## src/rtl/mem_stage_lsu.sv

```systemverilog
// mem_stage_lsu: MEM-stage load/store unit.
//
// Reads the EX/MEM pipeline bundle, turns load/store ops into data-memory bus
// transactions (req/ready for the request, rvalid for read data), aligns and
// extends load data, and drives the MEM/WB bundle. stall freezes upstream
// stages while a memory op is in flight.
//
// Optional feature (compile-time macro MISALIGN_TRAP_EN): misaligned half/word
// accesses skip the bus, retire with wb_RegWrite=0, wb_C = faulting address and
// a one-cycle misalign pulse. Without the macro misalign is tied to 0 and the
// low address bits are simply dropped.
//
// Ports:
//   clk, reset            clock, synchronous active-high reset
//   ex_*                  EX/MEM bundle (address/ALU result, store data, control)
//   stall                 hold EX/MEM and earlier stages
//   dmem_req/we/addr/wdata/wstrb   bus request (addr word aligned, lanes replicated)
//   dmem_ready            request accepted
//   dmem_rvalid/rdata     read response
//   wb_*                  MEM/WB bundle
//   misalign              misaligned-access pulse (feature build only)

module mem_stage_lsu #(
    parameter logic [1:0] LOAD_SEL = 2'b01
) (
    input  logic        clk,
    input  logic        reset,
    input  logic [31:0] ex_C,
    input  logic [31:0] ex_rD2,
    input  logic        ex_wr,
    input  logic [31:0] ex_inst,
    input  logic        ex_bubble,
    input  logic [1:0]  ex_wD_sel,
    input  logic [31:0] ex_pc4,
    input  logic [31:0] ex_imm,
    input  logic        ex_RegWrite,
    output logic        stall,
    output logic        dmem_req,
    output logic        dmem_we,
    output logic [31:0] dmem_addr,
    output logic [31:0] dmem_wdata,
    output logic [3:0]  dmem_wstrb,
    input  logic        dmem_ready,
    input  logic        dmem_rvalid,
    input  logic [31:0] dmem_rdata,
    output logic [31:0] wb_C,
    output logic [31:0] wb_rdata,
    output logic [31:0] wb_pc4,
    output logic [31:0] wb_imm,
    output logic [31:0] wb_inst,
    output logic [1:0]  wb_wD_sel,
    output logic        wb_RegWrite,
    output logic        wb_bubble,
    output logic        misalign
);

    typedef enum logic [1:0] {StIdle, StReq, StWait, StDone} state_e;

    state_e      state_q, state_d;
    logic        memop;
    logic        ex_mis;

    // Latched op fields, stable for the whole transaction.
    logic [31:0] op_addr_q, op_wdata_q, op_pc4_q, op_imm_q, op_inst_q, op_rdata_q;
    logic [1:0]  op_wd_sel_q;
    logic        op_we_q, op_regwrite_q, op_mis_q;
    logic [2:0]  op_funct3;

    logic [3:0]  lane_strb;
    logic [31:0] lane_wdata;
    logic [7:0]  load_byte;
    logic [15:0] load_half;
    logic [31:0] load_data;

    assign memop     = !ex_bubble && (ex_wr || (ex_wD_sel == LOAD_SEL));
    assign op_funct3 = op_inst_q[14:12];

`ifdef MISALIGN_TRAP_EN
    // Size is funct3[1:0]: 00 byte, 01 half, anything else word.
    always_comb begin
        case (ex_inst[13:12])
            2'b00:   ex_mis = 1'b0;
            2'b01:   ex_mis = ex_C[0];
            default: ex_mis = (ex_C[1:0] != 2'b00);
        endcase
    end
`else
    assign ex_mis = 1'b0;
`endif

    // Next state, stall and request valid.
    always_comb begin
        state_d  = state_q;
        stall    = 1'b0;
        dmem_req = 1'b0;
        case (state_q)
            StIdle: begin
                if (memop) begin
                    stall   = 1'b1;
                    state_d = ex_mis ? StDone : StReq;
                end
            end
            StReq: begin
                stall    = 1'b1;
                dmem_req = 1'b1;
                if (dmem_ready) begin
                    state_d = op_we_q ? StDone : StWait;
                end
            end
            StWait: begin
                stall = 1'b1;
                if (dmem_rvalid) begin
                    state_d = StDone;
                end
            end
            StDone:  state_d = StIdle;
            default: state_d = StIdle;
        endcase
    end

    // Store lane placement.
    always_comb begin
        lane_strb  = 4'b1111;
        lane_wdata = op_wdata_q;
        case (op_funct3)
            3'b000: begin
                lane_strb  = 4'b0001 << op_addr_q[1:0];
                lane_wdata = {4{op_wdata_q[7:0]}};
            end
            3'b001: begin
                lane_strb  = 4'b0011 << {op_addr_q[1], 1'b0};
                lane_wdata = {2{op_wdata_q[15:0]}};
            end
            default: begin
                lane_strb  = 4'b1111;
                lane_wdata = op_wdata_q;
            end
        endcase
    end

    assign dmem_we    = dmem_req && op_we_q;
    assign dmem_addr  = {op_addr_q[31:2], 2'b00};
    assign dmem_wdata = lane_wdata;
    assign dmem_wstrb = dmem_we ? lane_strb : 4'b0000;

    // Load extraction and extension.
    always_comb begin
        case (op_addr_q[1:0])
            2'b00:   load_byte = dmem_rdata[7:0];
            2'b01:   load_byte = dmem_rdata[15:8];
            2'b10:   load_byte = dmem_rdata[23:16];
            default: load_byte = dmem_rdata[31:24];
        endcase
        load_half = op_addr_q[1] ? dmem_rdata[31:16] : dmem_rdata[15:0];
        case (op_funct3)
            3'b000:  load_data = {{24{load_byte[7]}}, load_byte};
            3'b100:  load_data = {24'h000000, load_byte};
            3'b001:  load_data = {{16{load_half[15]}}, load_half};
            3'b101:  load_data = {16'h0000, load_half};
            default: load_data = dmem_rdata;
        endcase
    end

    always_ff @(posedge clk) begin
        if (reset) begin
            state_q       <= StIdle;
            op_addr_q     <= '0;
            op_wdata_q    <= '0;
            op_pc4_q      <= '0;
            op_imm_q      <= '0;
            op_inst_q     <= '0;
            op_rdata_q    <= '0;
            op_wd_sel_q   <= '0;
            op_we_q       <= 1'b0;
            op_regwrite_q <= 1'b0;
            op_mis_q      <= 1'b0;
            wb_C          <= '0;
            wb_rdata      <= '0;
            wb_pc4        <= '0;
            wb_imm        <= '0;
            wb_inst       <= '0;
            wb_wD_sel     <= '0;
            wb_RegWrite   <= 1'b0;
            wb_bubble     <= 1'b1;
        end else begin
            state_q <= state_d;
            case (state_q)
                StIdle: begin
                    if (!memop) begin
                        wb_C        <= ex_C;
                        wb_rdata    <= '0;
                        wb_pc4      <= ex_pc4;
                        wb_imm      <= ex_imm;
                        wb_inst     <= ex_inst;
                        wb_wD_sel   <= ex_wD_sel;
                        wb_RegWrite <= ex_RegWrite;
                        wb_bubble   <= ex_bubble;
                    end else begin
                        op_addr_q     <= ex_C;
                        op_wdata_q    <= ex_rD2;
                        op_pc4_q      <= ex_pc4;
                        op_imm_q      <= ex_imm;
                        op_inst_q     <= ex_inst;
                        op_rdata_q    <= '0;
                        op_wd_sel_q   <= ex_wD_sel;
                        op_we_q       <= ex_wr;
                        op_regwrite_q <= ex_RegWrite;
                        op_mis_q      <= ex_mis;
                        wb_bubble     <= 1'b1;
                        wb_RegWrite   <= 1'b0;
                    end
                end
                StWait: begin
                    if (dmem_rvalid) begin
                        op_rdata_q <= load_data;
                    end
                end
                StDone: begin
                    // ex_* is ignored here: upstream advances at this edge.
                    wb_C        <= op_addr_q;
                    wb_rdata    <= op_rdata_q;
                    wb_pc4      <= op_pc4_q;
                    wb_imm      <= op_imm_q;
                    wb_inst     <= op_inst_q;
                    wb_wD_sel   <= op_wd_sel_q;
                    wb_RegWrite <= op_regwrite_q && !op_mis_q;
                    wb_bubble   <= 1'b0;
                end
                default: ;
            endcase
        end
    end

`ifdef MISALIGN_TRAP_EN
    // Pulses alongside the retiring faulting op's MEM/WB bundle.
    logic misalign_q;
    always_ff @(posedge clk) begin
        if (reset) begin
            misalign_q <= 1'b0;
        end else begin
            misalign_q <= (state_q == StDone) && op_mis_q;
        end
    end
    assign misalign = misalign_q;
`else
    assign misalign = 1'b0;
`endif

endmodule
```

## config.mk

```make
export PLATFORM = sky130hd
export DESIGN_NAME = mem_stage_lsu
export DESIGN_NICKNAME = d
export VERILOG_FILES = /design/src/rtl/mem_stage_lsu.sv
export SDC_FILE = /design/constraint.sdc
export NUM_CORES = 1
export LEC_CHECK = 0
export BUFFER_PORTS_ARGS = -buffer_cell sky130_fd_sc_hd__buf_2
export CAP_MARGIN = 20
export CORE_MARGIN = 2
export CORE_UTILIZATION = 56
export DETAILED_ROUTE_END_ITERATION = 7
export GPL_TIMING_DRIVEN = 0
export HOLD_SLACK_MARGIN = 0.03
export PLACE_DENSITY = 0.95
export SLEW_MARGIN = 20
export SYNTH_ARGS = -nofsm -noshare
export SYNTH_HDL_FRONTEND = slang
export SYNTH_SLANG_ARGS = --single-unit
```

## constraint.sdc

```tcl
create_clock -name clk -period 3.9 [get_ports clk]
set_clock_uncertainty 0.15 [all_clocks]
set_input_delay 0.78 -clock clk [delete_from_list [all_inputs] [get_ports clk]]
set_output_delay 0.78 -clock clk [all_outputs]
set_load 0.01 [all_outputs]
```

# Yosys cells after proc, flatten, opt, wreduce, memory -nomap -nowiden
# Cells that the tools add are included.
dict set report op_classes {
  addsub 0
  n_mul 0
  div 0
  order_cmp 0
  n_eq_ne 13
  shift 2
  mux 33
  bitwise_logic 0
  n_reduce_logical 14
}
# operator n
set ops {}
lappend ops {{case mux 32 bit (2 select lines)} 7}
lappend ops {{two-way mux 32 bit} 7}
lappend ops {{case mux 32 bit (4 select lines)} 1}
lappend ops {{case mux 8 bit (3 select lines)} 1}
lappend ops {{two-way mux 16 bit} 1}
lappend ops {{two-way mux 2 bit} 4}
lappend ops {{!= test 2 bit (second input constant)} 4}
lappend ops {{case mux 2 bit (4 select lines)} 1}
lappend ops {{case mux 4 bit (2 select lines)} 1}
lappend ops {{== test 2 x 1 -> 1 bit (second input constant)} 3}
lappend ops {{== test 2 bit (second input constant)} 3}
lappend ops {{== test 3 bit (second input constant)} 2}
lappend ops {{case mux 1 bit (2 select lines)} 3}
lappend ops {{AND reduction 3 bit} 2}
lappend ops {{two-way mux 1 bit} 5}
lappend ops {{logical NOT 2 bit} 2}
lappend ops {{two-way mux 4 bit} 1}
lappend ops {{case mux 2 bit (2 select lines)} 1}
lappend ops {{AND reduction 2 bit} 2}
lappend ops {{nonzero test 2 bit} 2}
lappend ops {{left shift 1 x 2 -> 4 bit (first input constant)} 1}
lappend ops {{left shift 2 x 2 -> 4 bit (first input constant)} 1}
lappend ops {{== test 3 x 1 -> 1 bit (second input constant)} 1}
lappend ops {{logical NOT 3 bit} 1}
lappend ops {{4 further kinds} 5}
dict set report totals {
  reg_bits 362
  latch_bits 0
  mem_bits_rw 0
  rom_bits 0
  input_bits 201
  out_inout_bits 236
  word_cells 80
  mem_count 0
}

# Logic depth before layout (Yosys ltp)
dict set report depth {
  ltp_word 5
  ltp_mapped 8
  mapped_depth_nobuf 6
}

# Least setup slack after synthesis
# OpenSTA, ideal clock, no wires.
dict set report synth_timing {
  path_kind {input to output}
  from {in ex_wD_sel[0]}
  to {out stall}
  t_arrival_ps 1985
  required_ps 2970
  path_slack_ps 985
  path_stages 7
  path_cell_list {nor2b_1 > o211a_1 > buf_2 > nor2_1 > clkbuf_1 > buf_2 > nor2_1}
}
dict set report synth_between {
  elab_chain_cells 5
}
# element line_no
set synth_lines {}
lappend synth_lines {{from (decl)} 33} ;# input logic [1:0] ex_wD_sel,
lappend synth_lines {{== test 2 x 1 -> 1 bit} 75} ;# assign memop = !ex_bubble && (ex_wr || (ex_wD_sel == LOAD_SEL));
lappend synth_lines {{logical OR 1 bit} 75}
lappend synth_lines {{logical AND 1 bit} 75}
lappend synth_lines {{two-way mux 1 bit} 98} ;# if (memop) begin
lappend synth_lines {{case mux 1 bit (2 select lines)} 96} ;# case (state_q)
lappend synth_lines {{to (decl)} 37} ;# output logic stall,
# Every way passes these cells.

# Worst setup path in the final report
dict set report layout_timing {
  from {reg op_inst_q[12]}
  to {out dmem_wdata[26]}
}
dict set report layout_between {
  elab_chain_cells 2
}
# element line_no
set layout_lines {}
lappend layout_lines {{from (decl)} 64} ;# logic [31:0] op_addr_q, op_wdata_q, op_pc4_q, op_imm_q, op_inst_q, op_rdata_q;
lappend layout_lines {{from (signal assigned)} 203} ;# op_inst_q <= ex_inst;
lappend layout_lines {{== test 3 x 1 -> 1 bit / logical NOT 3 bit (equally long branches)} 125} ;# case (op_funct3)
lappend layout_lines {{case mux 32 bit (2 select lines) (*)} 125}
lappend layout_lines {{to (decl)} 41} ;# output logic [31:0] dmem_wdata,
# Mark *: on every way between the ends. The rest lies on a longest branch, timed or not.

==> impl_metrics.yaml <==
power:
  cellPowerDensity_nw_per_um2: 775.1
  p_leak_nw: 7.924
  vdd_drop_max_mv: 0.4957
  total_power_mw: 15.01
timing:
  setup_slack_ns: 0.1132
  tightest_slew_ns: 0.9419
  tns_ns: 0
  post-route-min-period_ns: 3.787
  setup_violations: 0
  fin_crit_sh_pct: 97.10
  timing.fmax_mhz: 264.1
  hold_viol_final: 0
  drv_slew: 0
  slew-limit-headroom_pct: 37.21
cts:
  cts-root-buf: "clkbuf_16"
  cts_tree: "yes"
  clk_latency_ns: 0.51
  h-tree-depth: 2
  numCtsBuffers: 39
  clock_path_buffers: 3
  path_clk_slew_ns: 0.06
  cts.sinks: 362
  ctsHoldBuffers: 0
yosys:
  synth_warnings: 0
  ys_seq_elements: 362
  yosys.area.top_type: "dfxtp_1"
  synth.area.mux_share_pct: 10.85
  synth-seq-area-share_pct: 47.27
  synth_compound_area_share_pct: 22.06
  netlist_area_um2: 15330
  synth_top_family_by_area: "compound AO/OA/AOI/OAI gates"
  synth_fa_ha_area_share_pct: 0.4081
  synth_edf_count: 0
  synth_top_area_share_pct: 47.27
  ys_types: 48
  synth_flop_cell: "dfxtp_1"
  syn_area_per_cell_um2: 8.671
  synth.area.top_cells: "dfxtp_1 47%, a21oi_1 11%, mux2i_1 9.0%"
  synthCells: 1768
  synthXorXnorAreaFrac_pct: 0
  synth-simple-area-share_pct: 12.67
  async_flop_share_pct: 0
global_route:
  grt.overflow.total: 0
  grt_use_total_pct: 36.26
  grt_pass1_vias: 15044
  grt_pass1_wl_um: 82190
  antenna_found_initial: 15
  grt_max_degree: 15
floorplanning:
  start_util_pct: 56.88
  die_w_um: 169.5
  die_h_um: 169.5
  fp-row-count: 60
  dieArea_um2: 28720
  ios: 437
  design.core.area_um2: 26950
worst_setup_path:
  critPathCaptureType: "output port"
  path_cells: "buf_2 > buf_1 > buf_1 > mux2i_1 > a21oi_1 > buf_2"
  critPathSlowestCell: "buf_1"
  slowest_delay_ns: 0.62
  start_kind: "flop"
  arrival_ns: 2.86
  crit_cells: 6
  critPathTopFamily: "buffers and inverters"
  critical_path_buf_inv_count: 4
  worstPathMaxFanout: 10
  cp.required_ns: 2.97
  worstSetupPathType: "reg2out"
  reg2reg_slack_ns: 0.52
  reg2reg_depth: 8
placement:
  dpl_worst_slack_ns: -0.1130
  numPortBuffers: 432
  hpwl_um: 40210
  routabilityCongestion: 0.9525
detailed_routing:
  routed_via_density: 6.021
  ant_nets: 0
  vias: 15804
  wirelength_um: 54400
  drc_errors: 0
  drt_iter0_drc: 1428
  firstDrtPassIters: 6
  wire_per_inst_um: 20.72
hold_path:
  hp-class: "reg2reg"
  whs_path_depth: 2
layout:
  layout.cells.most_common_list: "463 x buf_2, 362 x dfxtp_1, 340 x a21oi_1"
  fin_util_pct: 71.85
  area_delta_synth_final_pct: 26.31
  final_common_cell: "buf_2"
  fin_nets: 2449
  drive_above_1_share_pct: 26.66
  multi_input_area_um2: 7067
  fillers: 1971
  register_area_um2: 7247
run:
  drv_cap: 0
outcome:
  status: "complete, no violations"
[where the power goes]
part	switching [mW]	total (mW)	internal [mW]
registers	0.631	5.32	4.69
logic	3.69	5.69	2.00
clock network	1.51	4.00	2.49
[through the flow]
step           cells  area, um^2  hold slack, ns
2_1_floorplan   1770       15340          0.2830
3_3_place_gp    2543       17930          0.2906
3_5_place_dp    2543       17930          0.2963
4_1_cts         2614       19330          0.3049
5_1_grt         2623       19360          0.3194
6_report        2625       19360          0.3051
[cells in the mapped netlist, types with 18 or more instances]
cell / count
dfxtp_1: 362
nand4_1: 32
nor2_1: 20
nand2b_1: 31
buf_2: 31
a22o_1: 18
a21oi_1: 340
mux2_2: 25
nand2_1: 339
a211oi_1: 130
mux2i_1: 138
clkbuf_1: 134
o21ai_0: 36
buf_4: 41
[worst paths after layout]
| check | from | to |
|---|---|---|
| setup / recovery | op_inst_q[12] | dmem_wdata[26] |
| hold / removal | op_pc4_q[5] | op_pc4_q[5] |
| hold reg to reg | op_pc4_q[5] | op_pc4_q[5] |
| setup reg to reg | state_q[0] | wb_pc4[12] |
[cells by family after synthesis]
family                     count (synthesis)
AOI/OAI and AO/OA                        563
and+or+nand+nor                          453
DFF                                      362
buffers and inverters                    221
muxes                                    163
adders and majority gates                  5
other                                      1
[metal layers]
metal  GRT usage, %  wire length, um
met1          43.20            20460
met5              0               70
met2          59.61            25240
met3          9.352             5149
met4          20.62             3483
[worst register-to-register path, stage by stage, from the launching register on]
cell,delay (ns)
dfxtp_1,0.38
inv_1,0.11
ha_1,0.35
clkbuf_1,0.34
inv_2,0.36
clkbuf_1,0.65
clkbuf_1,0.42
a21oi_1,0.12
a211oi_1,0.36
[timing repair]
| action | CTS | global route |
|---|---|---|
| endpoints found under the setup margin | 1 | 2 |
| hold endpoints to repair | 0 | 0 |
| pin swaps | 0 | 0 |
| setup buffers | 0 | 0 |
| gates resized for setup | 2 | 2 |
[final cells by class]
type | count | area share [%]
Antenna cell | 11 | 0.1421
Buffer | 211 | 5.143
Clock buffer | 55 | 6.035
Clock inverter | 16 | 1.202
Inverter | 10 | 0.1938
Multi-Input combinational cell | 1187 | 36.49
Sequential cell | 362 | 37.42
Tap cell | 341 | 2.203
Timing Repair Buffer | 432 | 11.16
Note: power is estimated with default switching activity, not from simulation.
